File: config.mk
export PLATFORM = sky130hd
export DESIGN_NAME = full_subtractor_unit
export DESIGN_NICKNAME = d
export VERILOG_FILES = /design/src/rtl/full_subtractor_unit_pkg.sv /design/src/rtl/full_subtractor_cell.sv /design/src/rtl/full_subtractor_unit.sv
export SDC_FILE = /design/constraint.sdc
export NUM_CORES = 1
export LEC_CHECK = 0
export ABC_CLOCK_PERIOD_IN_PS = 800
export CORE_AREA = 2 2 39 41
export CTS_CLUSTER_SIZE = 30
export DETAILED_ROUTE_END_ITERATION = 6
export DIE_AREA = 0 0 41 43
export PLACE_DENSITY = 0.37
export SETUP_SLACK_MARGIN = 0.02
export SLEW_MARGIN = 20
export SYNTH_ARGS = -nofsm -noshare
export SYNTH_HDL_FRONTEND = slang
export SYNTH_SLANG_ARGS = --single-unit
File: constraint.sdc
create_clock -name clk -period 0.8 [get_ports clk]
set_input_delay 0.24 -clock clk [delete_from_list [all_inputs] [get_ports clk]]
set_output_delay 0.24 -clock clk [all_outputs]
set_load 0.02 [all_outputs]
File: src/rtl/full_subtractor_unit_pkg.sv
// Shared constants for the registered ripple-borrow subtractor.
package full_subtractor_unit_pkg;

  localparam int unsigned DEFAULT_WIDTH = 1;

endpackage

File: src/rtl/full_subtractor_cell.sv
// One-bit combinational full-subtractor cell: diff = a ^ b ^ bin, borrow-out to next bit.
module full_subtractor_cell (
  input  logic a,
  input  logic b,
  input  logic bin,
  output logic diff,
  output logic bout
);

  always_comb begin
    diff = a ^ b ^ bin;
    bout = (~a & b) | (~(a ^ b) & bin);
  end

endmodule

File: src/rtl/full_subtractor_unit.sv
// Registered WIDTH-bit ripple-borrow subtractor: {bout, diff} = a - b - bin, one-cycle latency.
module full_subtractor_unit
  import full_subtractor_unit_pkg::*;
#(
  parameter int unsigned WIDTH = DEFAULT_WIDTH
) (
  input  logic             clk,
  input  logic             rst,
  input  logic             in_valid,
  input  logic [WIDTH-1:0] a,
  input  logic [WIDTH-1:0] b,
  input  logic             bin,
  output logic [WIDTH-1:0] diff,
  output logic             bout,
  output logic             out_valid
);

  logic [WIDTH:0]   borrow;
  logic [WIDTH-1:0] diff_comb;

  logic [WIDTH-1:0] diff_d, diff_q;
  logic             bout_d, bout_q;
  logic             out_valid_d, out_valid_q;

  assign borrow[0] = bin;

  for (genvar i = 0; i < WIDTH; i++) begin : g_cell
    full_subtractor_cell u_cell (
      .a    (a[i]),
      .b    (b[i]),
      .bin  (borrow[i]),
      .diff (diff_comb[i]),
      .bout (borrow[i+1])
    );
  end

  // Idle cycles select the held value, so X on the operands never reaches the register.
  always_comb begin
    diff_d      = diff_q;
    bout_d      = bout_q;
    out_valid_d = in_valid;
    if (in_valid) begin
      diff_d = diff_comb;
      bout_d = borrow[WIDTH];
    end
  end

  always_ff @(posedge clk or posedge rst) begin
    if (rst) begin
      diff_q      <= '0;
      bout_q      <= 1'b0;
      out_valid_q <= 1'b0;
    end else begin
      diff_q      <= diff_d;
      bout_q      <= bout_d;
      out_valid_q <= out_valid_d;
    end
  end

  assign diff      = diff_q;
  assign bout      = bout_q;
  assign out_valid = out_valid_q;

endmodule

==> metrics.txt <==
number of global-route vias before repair 135; Cell Pwr Density 1992 nW/um^2; num ports 9; Clock Tree Root clkbuf_4; Fin Clk Skew 0 ns; Worst Slack Setup Final -0.1897 ns; Routed WL per cell 7.049 um; nature of the critical path startpoint register; endpoints failing setup 4; nets 33; initial antenna violation count 0; worst skew pair latency 0.23 ns; first-pass GRT wire length 489 um; Mapped Cells 10; DRT iter0 DRCs 2; outcome finished with violations; Global Route Usage Sum 0.05348; Critical Path End Type output pin; end-of-flow core utilization 0.2251; FP Rows 14; final worst path period share 1.237; Clock H-tree levels 1; post-route total power 0.6205 mW; Syn Area/Cell 13.01 sq um; Hold Path Class primary input to async pin; CP Max Fanout 2; largest net degree at the start of global routing 4; placer congestion estimate 0.6092; Post-Synthesis Net Count 17; FF+latch count, synth 3; synthesized area 130.1 sq um; fmax 1010 MHz; Setup Crit Path Kind register to output pin; First-pass DRT Iterations 2; hold_buf cts 0; CP delay by family, top flip-flops; Worst VDD drop 0.0003627 V; n_diodes 0; Worst Path Buf+Inv 1; P&R area growth vs syn 139.4%; fin. max-slew vios 0; vias 125; Tmin final 0.9897 ns; CP Cell Sequence buf_6; GRT overflow 0; MaxCap Viol Count 0; Sink Count 3; initial core utilization 0.09403; worst slew pin tran 0.1132 ns; Die W 41 um; violated checks negative setup slack; CP max-delay cell dfrtp_1; Yosys cell types 6; RSZ-0062 raised after global routing true; Routed Wire Length 289 um; clock transition at the registers of the reported paths 0.04 ns; Remaining DRCs 0; CTS tree done; Leak Pwr 0.1441 nW; Worst path max stage delay 0.38 ns; Crit path arrival time 0.75 ns; vias per cell 3.049; sequential area share after synthesis 0.5769; Die Span Y 43 um; fraction of layout cells with a size suffix above 1 0.7200; CP Data Required Time 0.56 ns; Die Area 1763 sq um; count of buffers from port buffering 8; cts bufs inserted 3; Final Hold Viols 0; yosys warns 0; clk buf depth 2; core region area 1384 sq um; antenna-violating nets left 0; Rel. slew slack 0.9244
[area by class of cell]
| type | count | area (sq um) |
|---|---|---|
| fill | 150 | 1072 |
| tap | 16 | 20.02 |
| sequential | 3 | 75.07 |
| multi-input combinational | 4 | 57.56 |
| clock buffer | 4 | 26.28 |
| timing repair buffer | 11 | 106.4 |
| inverter | 3 | 26.28 |
[cell usage after synthesis, drive strengths merged]
master / instances / area, sq um
nor2: 1 / 3.750
mux2: 1 / 15.01
fa: 1 / 20.02
inv: 3 / 11.26
a21oi: 1 / 5.000
dfrtp: 3 / 75.07
[cell usage in the layout, fill, tap and decap left out]
cell type        synthesis  final
a21oi_2                  0      1
buf_2                    0      1
buf_4                    0      3
buf_6                    0      4
buf_8                    0      1
clkbuf_1                 0      1
clkbuf_4                 0      3
clkdlybuf4s50_1          0      1
clkinv_8                 0      1
dfrtp_1                  3      3
dlygate4sd2_1            0      1
fa_2                     0      1
inv_1                    3      1
inv_4                    0      1
mux2_4                   1      1
nor2_4                   0      1
[metal layers]
metal	GRT usage	vias up	wire length [um]
met5	0	-	0
met3	0.04712	4	62
li1	-	58	-
met2	0.05000	11	105
met4	0.1000	0	23
met1	0.04248	52	97
[sequential cells by signal, summed over array words and instances (netlist names)]
register,cells
bout,1
diff,1
out_valid,1
[where the power goes]
part	total [mW]	internal (mW)	switching, mW
combinational	0.170	0.104	0.0662
clock	0.268	0.187	0.0809
sequential	0.183	0.171	0.0118
[cells by family after synthesis]
group	Yosys count	synth area share
simple gates	1	0.02882
buf+inv	3	0.08653
mux	1	0.1154
compound gates	1	0.03842
fa+ha+maj	1	0.1539
flops	3	0.5769
[timing repair]
action,CTS,global route
cloned,0,0
pin swaps,1,0
gates resized for setup,36,5
buffers inserted,1,0
endpoints found under the setup margin,5,5
[path summary, 6_finish.rpt]
kind | to | start | depth (start not counted) | slack, ns
setup / recovery | diff | diff | 1 | -0.19
hold / removal | out_valid | rst | 2 | 0.17
setup reg to reg | diff | diff | 2 | -0.09
hold reg to reg | diff | diff | 2 | 0.62
max in group asynchronous | bout | rst | 2 | 0.50
min in group clk | bout | a | 3 | 0.38
[per-stage QoR]
stage	worst slack (ns)	TNS, ns	hold slack [ns]	cell area, sq um	cells
2_1_floorplan	-0.2781	-0.2781	-0.006356	140.1	10
3_3_place_gp	-0.8588	-2.679	0.4159	255.2	36
3_5_place_dp	-0.8743	-2.724	0.4165	255.2	36
4_1_cts	-0.1996	-0.6936	0.1741	292.8	41
5_1_grt	-0.2213	-0.7605	0.1871	311.5	41
6_report	-0.1897	-0.6668	0.1739	311.5	41
(Power assumes the default switching activity.)
